===== config.mk =====
export PLATFORM = sky130hd
export DESIGN_NAME = uart_txrx_core
export DESIGN_NICKNAME = d
export VERILOG_FILES = /design/src/rtl/uart_txrx_core.sv
export SDC_FILE = /design/constraint.sdc
export NUM_CORES = 1
export LEC_CHECK = 0
export ABC_AREA = 1
export ABC_CLOCK_PERIOD_IN_PS = 2200
export BUFFER_PORTS_ARGS = -buffer_cell sky130_fd_sc_hd__buf_2
export CAP_MARGIN = 20
export CELL_PAD_IN_SITES_DETAIL_PLACEMENT = 1
export CELL_PAD_IN_SITES_GLOBAL_PLACEMENT = 1
export CORE_ASPECT_RATIO = 1.5
export CORE_UTILIZATION = 30
export CTS_BUF_LIST = sky130_fd_sc_hd__clkbuf_2 sky130_fd_sc_hd__clkbuf_4 sky130_fd_sc_hd__clkbuf_8
export CTS_CLUSTER_SIZE = 12
export DETAILED_ROUTE_END_ITERATION = 8
export GPL_ROUTABILITY_DRIVEN = 1
export PLACE_DENSITY = 0.65
export SLEW_MARGIN = 20
export SYNTH_ARGS = -nofsm -noshare
export SYNTH_HDL_FRONTEND = slang
export SYNTH_SLANG_ARGS = --single-unit

===== constraint.sdc =====
create_clock -name clk -period 2.2 [get_ports clk]
set_input_delay 0.44 -clock clk [delete_from_list [all_inputs] [get_ports clk]]
set_output_delay 0.44 -clock clk [all_outputs]
set_load 0.01 [all_outputs]

===== src/rtl/uart_txrx_core.sv =====
// uart_txrx_core
//   Single-clock UART core: selectable 16x baud-tick generator, 8-bit TX framer
//   and 8-bit RX deframer. Frame = start, 8 data bits LSB-first, even parity, stop.
//   TX start/stop slot levels come from ports so framing faults can be injected.
// Ports
//   clk, rst         clock (rising edge), asynchronous active-high reset
//   sel[1:0]         baud select, picks DIV0..DIV3 clks per oversample tick
//   start_bit        level driven in the TX start slot (1 suppresses the frame)
//   stop_bit         level driven in the TX stop slot
//   tx_data[7:0]     byte to transmit, captured at frame start
//   tx_out           serial TX line, idles high
//   rx_in            serial RX line (asynchronous)
//   data_out[7:0]    last received byte
//   rx_valid         1-clk pulse per completed RX frame
//   parity_error     parity check result of last frame
//   stopbit_error    stop-bit check result of last frame
module uart_txrx_core #(
    parameter int DIV0 = 326,
    parameter int DIV1 = 163,
    parameter int DIV2 = 81,
    parameter int DIV3 = 1
) (
    input  logic       clk,
    input  logic       rst,
    input  logic [1:0] sel,
    input  logic       start_bit,
    input  logic       stop_bit,
    input  logic [7:0] tx_data,
    output logic       tx_out,
    input  logic       rx_in,
    output logic [7:0] data_out,
    output logic       rx_valid,
    output logic       parity_error,
    output logic       stopbit_error
);
    localparam int CW = 16;

    // ---------------- tick generator ----------------
    logic [CW-1:0] div_m1;
    logic [CW-1:0] tick_cnt;
    logic [1:0]    sel_q;
    logic          tick;

    always_comb begin
        case (sel)
            2'b00:   div_m1 = CW'(DIV0 - 1);
            2'b01:   div_m1 = CW'(DIV1 - 1);
            2'b10:   div_m1 = CW'(DIV2 - 1);
            default: div_m1 = CW'(DIV3 - 1);
        endcase
    end

    always_ff @(posedge clk or posedge rst) begin
        if (rst) begin
            sel_q    <= 2'b00;
            tick_cnt <= '0;
            tick     <= 1'b0;
        end else begin
            sel_q <= sel;
            if (sel != sel_q) begin
                // new rate: restart the period from zero
                tick_cnt <= '0;
                tick     <= 1'b0;
            end else if (tick_cnt >= div_m1) begin
                tick_cnt <= '0;
                tick     <= 1'b1;
            end else begin
                tick_cnt <= tick_cnt + CW'(1);
                tick     <= 1'b0;
            end
        end
    end

    // ---------------- TX framer ----------------
    typedef enum logic [1:0] {TX_START, TX_DATA, TX_PARITY, TX_STOP} tx_state_t;

    tx_state_t  tx_state;
    logic       tx_run;      // low until the first frame after reset is loaded
    logic [3:0] tx_tcnt;     // ticks within the current bit slot
    logic [2:0] tx_idx;
    logic [7:0] tx_shift;
    logic       tx_par;
    logic       tx_start_q;
    logic       tx_stop_q;

    always_ff @(posedge clk or posedge rst) begin
        if (rst) begin
            tx_state   <= TX_START;
            tx_run     <= 1'b0;
            tx_tcnt    <= 4'd0;
            tx_idx     <= 3'd0;
            tx_shift   <= 8'h00;
            tx_par     <= 1'b0;
            tx_start_q <= 1'b1;
            tx_stop_q  <= 1'b1;
            tx_out     <= 1'b1;
        end else if (tick) begin
            if (!tx_run || (tx_state == TX_STOP && tx_tcnt == 4'd15)) begin
                // frame boundary: capture byte and slot levels for the whole frame
                tx_run     <= 1'b1;
                tx_state   <= TX_START;
                tx_tcnt    <= 4'd0;
                tx_idx     <= 3'd0;
                tx_shift   <= tx_data;
                tx_par     <= ^tx_data;
                tx_start_q <= start_bit;
                tx_stop_q  <= stop_bit;
                tx_out     <= start_bit;
            end else if (tx_tcnt == 4'd15) begin
                tx_tcnt <= 4'd0;
                // a high start slot holds the line high for every slot of the frame
                case (tx_state)
                    TX_START: begin
                        tx_state <= TX_DATA;
                        tx_out   <= tx_start_q | tx_shift[0];
                    end
                    TX_DATA: begin
                        tx_shift <= tx_shift >> 1;
                        if (tx_idx == 3'd7) begin
                            tx_state <= TX_PARITY;
                            tx_out   <= tx_start_q | tx_par;
                        end else begin
                            tx_idx <= tx_idx + 3'd1;
                            tx_out <= tx_start_q | tx_shift[1];
                        end
                    end
                    TX_PARITY: begin
                        tx_state <= TX_STOP;
                        tx_out   <= tx_start_q | tx_stop_q;
                    end
                    default: tx_state <= TX_STOP;
                endcase
            end else begin
                tx_tcnt <= tx_tcnt + 4'd1;
            end
        end
    end

    // ---------------- RX deframer ----------------
    typedef enum logic [2:0] {RX_IDLE, RX_START, RX_DATA, RX_PARITY, RX_STOP} rx_state_t;

    rx_state_t  rx_state;
    logic       rx_s1, rx_s2;
    logic       rx_hold;     // after a bad stop bit, wait for a high line before rearming
    logic [3:0] rx_tcnt;
    logic [2:0] rx_idx;
    logic [7:0] rx_shift;
    logic       rx_par;

    always_ff @(posedge clk or posedge rst) begin
        if (rst) begin
            rx_s1         <= 1'b1;
            rx_s2         <= 1'b1;
            rx_state      <= RX_IDLE;
            rx_hold       <= 1'b0;
            rx_tcnt       <= 4'd0;
            rx_idx        <= 3'd0;
            rx_shift      <= 8'h00;
            rx_par        <= 1'b0;
            data_out      <= 8'h00;
            rx_valid      <= 1'b0;
            parity_error  <= 1'b0;
            stopbit_error <= 1'b0;
        end else begin
            rx_s1    <= rx_in;
            rx_s2    <= rx_s1;
            rx_valid <= 1'b0;
            if (tick) begin
                case (rx_state)
                    RX_IDLE: begin
                        if (rx_hold) begin
                            if (rx_s2) rx_hold <= 1'b0;
                        end else if (!rx_s2) begin
                            rx_state <= RX_START;
                            rx_tcnt  <= 4'd0;
                        end
                    end
                    RX_START: begin
                        // half a bit in: still low means a real start, else a glitch
                        if (rx_tcnt == 4'd7) begin
                            rx_tcnt  <= 4'd0;
                            rx_idx   <= 3'd0;
                            rx_state <= rx_s2 ? RX_IDLE : RX_DATA;
                        end else begin
                            rx_tcnt <= rx_tcnt + 4'd1;
                        end
                    end
                    RX_DATA: begin
                        if (rx_tcnt == 4'd15) begin
                            rx_tcnt  <= 4'd0;
                            rx_shift <= {rx_s2, rx_shift[7:1]};
                            if (rx_idx == 3'd7) rx_state <= RX_PARITY;
                            else                rx_idx   <= rx_idx + 3'd1;
                        end else begin
                            rx_tcnt <= rx_tcnt + 4'd1;
                        end
                    end
                    RX_PARITY: begin
                        if (rx_tcnt == 4'd15) begin
                            rx_tcnt  <= 4'd0;
                            rx_par   <= rx_s2;
                            rx_state <= RX_STOP;
                        end else begin
                            rx_tcnt <= rx_tcnt + 4'd1;
                        end
                    end
                    RX_STOP: begin
                        if (rx_tcnt == 4'd15) begin
                            rx_tcnt       <= 4'd0;
                            data_out      <= rx_shift;
                            parity_error  <= (^rx_shift) != rx_par;
                            stopbit_error <= !rx_s2;
                            rx_hold       <= !rx_s2;
                            rx_valid      <= 1'b1;
                            rx_state      <= RX_IDLE;
                        end else begin
                            rx_tcnt <= rx_tcnt + 4'd1;
                        end
                    end
                    default: rx_state <= RX_IDLE;
                endcase
            end
        end
    end
endmodule


## After elaboration in Yosys (flattened, before gate mapping)

Index checks and enable logic that the tools add are counted.

| cells by class | value |
|---|---|
| divide/modulo/power cells | 0 |
| reduce and logical (&&, ||, !) cells | 28 |
| shift-type cells | 0 |
| order comparisons | 1 |
| bitwise gates (word level) | 4 |
| $add $sub $neg | 5 |
| $mul | 0 |
| equality and inequality tests | 26 |
| mux-type cells | 47 |

Operators by type and width:

| operator | number |
|---|---|
| $mux W3 | 14 |
| $mux W16 | 2 |
| $pmux W9 S3 | 1 |
| $mux W4 | 6 |
| $mux W8 | 3 |
| $reduce_and A3 Y1 | 7 |
| $ne A2 B2 Y1 const B | 9 |
| $add A16 B1 Y16 const B | 1 |
| $ge A16 B16 Y1 | 1 |
| $reduce_xor A8 Y1 | 2 |
| $pmux W3 S5 | 1 |
| $pmux W4 S3 | 1 |
| $mux W1 | 11 |
| $eq A3 B3 Y1 const B | 3 |
| $add A4 B1 Y4 const B | 2 |
| $eq A4 B4 Y1 const B | 2 |
| $mux W2 | 4 |
| $reduce_and A4 Y1 | 2 |
| $reduce_and A8 Y1 | 1 |
| $reduce_bool A2 Y1 | 4 |
| $add A3 B1 Y3 const B | 2 |
| $eq A2 B2 Y1 const B | 3 |
| $eq A3 B2 Y1 const B | 2 |
| $pmux W3 S2 | 1 |
| 20 further kinds | 26 |

| word-level totals | value |
|---|---|
| output and inout port bits | 12 |
| memories | 0 |
| ROM bits | 0 |
| bits in registers | 74 |
| word-level logic and storage cells | 135 |
| bits in writable memories | 0 |
| input bits | 15 |
| bits in latches | 0 |

## Logic depth before layout (Yosys ltp)

Gate-level depths: netlist of the first run.

| depth | value |
|---|---|
| depth after elaboration | 5 |
| gate-level depth with buffers | 12 |
| depth with buffers taken out | 12 |

## Worst setup path after synthesis of the first run

Ideal clock, no wire load.

| path | value |
|---|---|
| path type | in2reg |
| from | input sel[1] |
| to | register tick_cnt[0] |
| stages | 12 |
| arrival | 1.509 ns |
| buffers on the path | 0 |
| slack | 0.616 ns |
| data required time | 2.125 ns |
| path through | inv_1 nand2_1 ha_1 nand2_1 inv_1 nand2_1 nand2_1 nor2_1 nand2_1 nand2_1 nand3_2 nor2_1 |

| on the way | value |
|---|---|
| longest elaborated chain between the ends | 5 |
| elaborated cells on any way between the ends | 8 |

Ends and longest elaborated chain:

| element | line | RTL |
|---|---|---|
| start: declaration | 25 | `input logic [1:0] sel,` |
| $eq A2 B2 Y1, or another cell as far along | 45 | `case (sel)` |
| $pmux W9 S3 | 45 |  |
| $ge A16 B16 Y1 | 64 | `end else if (tick_cnt >= div_m1) begin` |
| $mux W16 | 64 |  |
| $mux W16 * | 60 | `if (sel != sel_q) begin` |
| end signal: assignment | 68 | `tick_cnt <= tick_cnt + CW'(1);` |
| end: declaration | 40 | `logic [CW-1:0] tick_cnt;` |

Mark *: on every way between the ends. The rest lies on a longest branch, timed or not.
A chain may end at the register's enable or synchronous reset.

## Worst setup path in the final report of the first run

| path | value |
|---|---|
| from | register tx_tcnt[0] |
| to | register tx_shift[3] |

| on the way | value |
|---|---|
| longest elaborated chain between the ends | 5 |
| elaborated cells on any way between the ends | 7 |

Ends and longest elaborated chain:

| element | line | RTL |
|---|---|---|
| start: declaration | 79 | `logic [3:0] tx_tcnt;` |
| start signal: assignment | 134 | `tx_tcnt <= tx_tcnt + 4'd1;` |
| $eq A4 B4 Y1 * | 98, 109 |  |
| $logic_and A1 B1 Y1 | 98 | `if (!tx_run \|\| (tx_state == TX_STOP && tx_tcnt == 4'd15)) begin` |
| $logic_or A1 B1 Y1 | 98 |  |
| $reduce_bool A2 Y1 (no line) | n/a |  |
| $reduce_and A3 Y1 (no line) | n/a |  |
| end signal: assignment | 104 | `tx_shift <= tx_data;` |
| end signal: assignment | 118 | `tx_shift <= tx_shift >> 1;` |
| end: declaration | 81 | `logic [7:0] tx_shift;` |

Marks and branches as above.

==> results of run 1 <==
==> registers in the layout, summed over array words and instances, names as in the netlist, 2 cells and up <==
name	cells
rx_state	3
tick_cnt	16
sel_q	2
rx_idx	3
tx_state	2
data_out	8
rx_shift	8
tx_shift	8
rx_tcnt	4
tx_tcnt	4
tx_idx	3
==> per-stage QoR <==
stage               cell area (µm²)  utilization, %  setup slack (ps)  power, mW  instances
finish                         4250            35.3               446       3.74        641
global placement               4050            33.7               313       2.69        625
detailed placement             4050            33.7               157       2.74        625
floorplan                      3740               -               616       2.49        450
CTS                            4250            35.3               379       3.82        641
global route                   4250            35.3               224       4.01        641
==> routing by layer <==
layer	part of all wire (%)	GRT usage, %	vias to the layer above
met1	43	14.9	1413
met4	1.8	5.59	0
met5	0	0	-
li1	-	-	1470
met3	2.9	3.74	11
met2	53	23.9	35
==> kinds of logic (layout without fill, tap and decap cells) <==
family,count (synthesis),after routing
other cells,1,6
buf+inv,66,104
compound gates,68,68
fa+ha+maj,15,15
simple gates,202,202
flops,74,74
xor+xnor,19,19
==> worst paths after layout <==
check	from	to
setup / recovery	tx_tcnt[0]	tx_shift[3]
max in group asynchronous	rst	tx_stop_q
hold / removal	rst	tx_shift[7]
hold reg to reg	rx_s1	rx_s2
min in group clk	rx_in	rx_s1
setup reg to reg	tx_tcnt[0]	tx_shift[3]
==> cell usage in the layout, fill, tap and decap left out, types with 2 or more instances in the layout <==
master / instances
conb_1: 6
inv_2: 4
xnor2_1: 11
buf_2: 26
inv_1: 54
dfrtp_1: 69
o21ai_0: 42
o21ai_2: 3
nand4_1: 5
clkinvlp_4: 2
clkbuf_4: 2
or2_2: 4
nand2_2: 2
nor2_2: 2
nand2_1: 109
dfstp_2: 5
clkbuf_8: 13
xor2_1: 8
nor2_1: 48
a21oi_1: 20
nand3_1: 25
ha_1: 15
==> worst max-delay path, cell delays in order, from the launching register on <==
cell and delay, ps:
dfrtp_1 370, ha_1 180, nand3_1 100, nand2_2 110
nand2_2 270, a21oi_4 440, o21ai_0 140
==> power by group through the flow <==
stage / sequential, mW / clock (mW) / combinational [mW]
6_report: 1.78 / 1.05 / 0.911
3_3_place_gp: 1.80 / 0 / 0.891
5_1_grt: 1.81 / 1.14 / 1.06
4_1_cts: 1.78 / 1.10 / 0.938
2_1_floorplan: 1.77 / 0 / 0.723
3_5_place_dp: 1.81 / 0 / 0.933
==> synthesized netlist by cell type, types with 2 or more instances <==
cell        n
a21oi_1    20
buf_2       2
buf_6       2
clkbuf_1    2
dfrtp_1    69
dfstp_2     5
ha_1       15
inv_1      55
inv_2       4
nand2_1   109
nand2_2     2
nand3_1    25
nand4_1     5
nor2_1     48
nor2_2      2
o21ai_0    42
o21ai_2     3
or2_2       4
xnor2_1    11
xor2_1      8
==> cell type report <==
cell class,count,share of cell area [%]
repair buffers,28,3.71
multi-input cells,310,37.8
clock inverters,1,0.177
well taps,153,4.51
clock buffers,15,4.57
inverters,60,5.45
flip-flops and latches,74,43.8
==> impl_metrics.toml, run 1 <==
[sta]
rsz0062_at_grt = "no"
finalHoldViolCount = 0
min_period_over_period_pct = 79.7
finalClockSkew_ps = 14.1
fin_tns_setup_ps = 0
max_freq_mhz = 570
hold_ws_ps = 175
setup_viol = 0
min_period_ps = 1750
report.final.slew_viol_count = 0

[die]
initial_utilization_pct = 30.9
die_y_um = 138
die_width_um = 92.8
dieArea_um2 = 12800
core_um2 = 12000
rows = 49
io_pins = 27

[worst_setup_path]
cp-end-kind = "flip-flop"
critPathLaunchType = "flip-flop"
reg2regPathDepth = 6
crit_required_ps = 2410
worstPathArrival_ps = 1970
regToRegSetupSlack_ps = 450
cp_max_fo = 21
path_class = "reg -> reg"

[finish]
multiInputGateArea_um2 = 1610
register_area_um2 = 1860
areaGrowthSynthToFinish_pct = 14.4
nets = 513
diodes = 0
drive_gt1_share_pct = 14.3
nFillCells = 1482

[clocking]
clk_pin_slew_ps = 80
cts_setup_buffers = 0
tritoncts = "yes"
cts_made_buffers = 9
clk_path_buf_depth = 2
cts.htree.levels = 3
hold_buffers = 0
ctsResizeCount = 0
cts.sinks = 74
cts-root-buf = "clkbuf_8"
clk-insertion-delay-late_ps = 350

[power]
p_sw_mw = 1.23
p_seq_share_pct = 47.6
leakage_nw = 2.10
max-vdd-ir-drop_uv = 289
intPower_mw = 2.51
pwr-share-comb_pct = 24.4
p_sw_share_pct = 33.0
power.density_nw_per_um2 = 881
clock_power_share_pct = 28.0

[yosys]
synth_compound_area_share_pct = 9.87
ys_seq_area_share_pct = 50.0
synth-edff-count = 0
yosys.area_share.simple_pct = 23.2
syn_inst = 445
syn_area_um2 = 3710
ys_seq_elements = 74
yosysWarnings = 0
synth_xor_area_share_pct = 4.48
synth_top_family_by_area = "simple AND/OR/NAND/NOR gates"
synth_area_leaders = "dfrtp_1 (46%), nand2_1 (11%), o21ai_0 (5.7%)"
synth.distinct_cells = 32
async_flop_share_pct = 100
yosys.area.top_type = "dfrtp_1"
synthMuxAreaShare_pct = 0
synth_fa_ha_area_share_pct = 5.05
syn_area_per_cell_um2 = 8.35
yosys_most_used_dff = "dfrtp_1"
synth_top_cell_area_share_pct = 46.5

[grt]
first_global_vias = 3052
grt_usage_pct = 13.5
grt_pass1_wl_um = 13700
grt_max_degree = 75
overflow = 0
antenna_found_initial = 0

[drt]
drt_wl_total_um = 7840
ant_nets = 0
post_drt_wl_per_cell_um = 12.2
drc = 0
via_count = 2929
firstDrtPassIters = 4
drt_first_iter_violations = 50
drt-vias-per-instance = 4.57

[run_status]
status = "complete, no violations"

[flow_run]
max_cap_violations = 0

[placement]
gp_congestion = 0.714
port_buffers = 26
dpl.hpwl_um = 5940

[min_path]
hold_class = "in -> async"
No activity file was read; power rests on OpenSTA's default activity.
==> inputs of run 2 (changes only) <==
--- a/config.mk
+++ b/config.mk
@@ -6,7 +6,7 @@
 export NUM_CORES = 1
 export LEC_CHECK = 0
 export ABC_AREA = 1
-export ABC_CLOCK_PERIOD_IN_PS = 2200
+export ABC_CLOCK_PERIOD_IN_PS = 1650
 export BUFFER_PORTS_ARGS = -buffer_cell sky130_fd_sc_hd__buf_2
 export CAP_MARGIN = 20
 export CELL_PAD_IN_SITES_DETAIL_PLACEMENT = 1
@@ -17,7 +17,7 @@
 export CTS_CLUSTER_SIZE = 12
 export DETAILED_ROUTE_END_ITERATION = 8
 export GPL_ROUTABILITY_DRIVEN = 1
-export PLACE_DENSITY = 0.65
+export PLACE_DENSITY = 0.63
 export SLEW_MARGIN = 20
 export SYNTH_ARGS = -nofsm -noshare
 export SYNTH_HDL_FRONTEND = slang
==> constraint.sdc (replaced) <==
create_clock -name clk -period 1.65 [get_ports clk]
set_input_delay 0.33 -clock clk [delete_from_list [all_inputs] [get_ports clk]]
set_output_delay 0.33 -clock clk [all_outputs]
set_load 0.01 [all_outputs]
==> impl_metrics.toml, run 2 (same netlist as run 1, synthesis figures left out) <==
[worst_setup_path]
regToRegSetupSlack_ps = 60
reg2regPathDepth = 10
endpoint = "tick_cnt[0]"
rr_endpoint = "tick_cnt[0]"
path_common_cell = "nand2_2"
path_cells = "ha_4 > nand2_2 > inv_2 > nand2_2 > nor2_2 > nor2_1 > nand2_1 > nand2_2 > nand3_4 > nor2_2"
worstPathArrival_ps = 1820
critPathLaunchType = "flip-flop"
slowest_delay_ps = 450
cp-end-kind = "flip-flop"
path_class = "reg -> reg"
crit_slowest_cell = "dfrtp_1"
crit_start = "tick_cnt[5]"
rr_startpoint = "tick_cnt[5]"
crit_required_ps = 1890
cp_max_fo = 5

[grt]
gr-usage-met2_pct = 27.1
grt_pass1_wl_um = 14400
overflow = 0
busiest_layer = "met2"
grt_max_degree = 75
antenna_found_initial = 0
grt_usage_pct = 14.1
first_global_vias = 3305
met3_usage_pct = 2.09
grtUsageMet1_pct = 13.9

[die]
dieArea_um2 = 12800
die_y_um = 138
rows = 49
initial_utilization_pct = 30.9
io_pins = 27
die_width_um = 92.8
core_um2 = 12000

[min_path]
hold_class = "in -> async"

[finish]
final_common_cell = "nand2_1"
largest_reg_flops = 16
nets = 540
stdcell_count = 667
areaGrowthSynthToFinish_pct = 22.8
diodes = 0
drive_gt1_share_pct = 23.0
register_area_um2 = 1860
mostFrequentLayoutCells = "nand2_1 (105), dfrtp_1 (66), inv_1 (51)"
largest-register = "tick_cnt"
nFillCells = 1464
multiInputGateArea_um2 = 1720

[sta]
finalHoldViolCount = 0
finalClockSkew_ps = 12.6
min_period_ps = 1590
min_period_over_period_pct = 96.3
rsz0062_at_grt = "yes"
report.final.slew_viol_count = 0
max_freq_mhz = 630
setup_viol = 0

[clocking]
clk-insertion-delay-late_ps = 350
cts-root-buf = "clkbuf_8"
cts.sinks = 74
clk_pin_slew_ps = 80
cts_made_buffers = 9
clk_path_buf_depth = 2
cts.htree.levels = 3
tritoncts = "yes"
hold_buffers = 0

[placement]
dp.cells = 640
dpl.hpwl_um = 6280
gp_congestion = 0.756
port_buffers = 26

[drt]
via_count = 3085
ant_nets = 0
post_drt_wl_per_cell_um = 12.9
drc = 0
drt-vias-per-instance = 4.63
firstDrtPassIters = 4
drt_wl_total_um = 8620
drt_first_iter_violations = 49

[power]
intPower_mw = 3.37
max-vdd-ir-drop_uv = 365
p_seq_share_pct = 46.9
clock_power_share_pct = 25.3
p_sw_mw = 1.70
p_sw_share_pct = 33.6
p_total_mw = 5.07
pwr-share-comb_pct = 27.8
power.density_nw_per_um2 = 1110
leakage_nw = 2.23

[run_status]
status = "complete, no violations"

[flow_run]
max_cap_violations = 0
[run 2: cell count changes in the layout (fill, tap and decap cells not counted), sizes merged]
cell / delta
clkbuf: -1
clkinv: +1
buf: +26
nand3: +1
clkinvlp: -1
[run 2: routing by layer]
layer | routed length (µm) | vias to the layer above | share of wire [%]
met5 | 0 | - | 0
met4 | 202 | 0 | 2.3
met3 | 151 | 15 | 1.8
met2 | 4860 | 29 | 56
met1 | 3400 | 1512 | 39
li1 | - | 1529 | -
[run 2: through the flow]
stage	hold slack (ps)	cell area [µm²]	setup slack [ps]	setup TNS (ps)	utilization [%]
3_5_place_dp	356	4180	-198	-1750	34.8
3_3_place_gp	350	4180	-59.2	-566	34.8
5_1_grt	63.4	4560	-60.2	-265	38.0
2_1_floorplan	334	3740	176	0	-
4_1_cts	54.6	4370	5.15	0	36.4
6_report	39.8	4560	61.8	0	38.0
[run 2: critical path, delay by kind of cell (launching register included)]
family                   cells  cell delay, ps
AND/OR/NAND/NOR              8             670
buffers and inverters        1              50
flip-flops                   1             450
adder cells (fa/ha/maj)      1             300
[run 2: what timing repair did]
action                     4_1_cts  5_1_grt
setup endpoints to repair       10       42
pin swaps                        0       10
gates resized for setup          1       29
gates cloned                     0        1
setup buffers                    1       10
[run 2: cell type report]
type	count	area share (%)
Multi-Input combinational cell	311	37.8
Timing Repair Buffer	54	8.37
Clock inverter	1	0.110
Clock buffer	14	3.68
Sequential cell	74	40.8
Inverter	60	5.08
Tap cell	153	4.20
[run 2: worst min path at each step]
stage | startpoint | end | slack (ps) | depth (start not counted)
floorplan | rx_in | rx_s1 | 330 | 0
global placement | rx_s1 | rx_s2 | 350 | 0
detailed placement | rx_s1 | rx_s2 | 360 | 0
CTS | rx_in | rx_s1 | 50 | 1
global route | rx_in | rx_s1 | 60 | 1
finish | rst | tx_shift[7] | 40 | 3
[run 2: power groups by stage]
| stage | logic [mW] | clock network, mW | registers [mW] |
|---|---|---|---|
| 2_1_floorplan | 0.964 | 0 | 2.36 |
| 3_3_place_gp | 1.26 | 0 | 2.39 |
| 3_5_place_dp | 1.33 | 0 | 2.41 |
| 4_1_cts | 1.34 | 1.34 | 2.38 |
| 5_1_grt | 1.63 | 1.39 | 2.42 |
| 6_report | 1.41 | 1.28 | 2.38 |
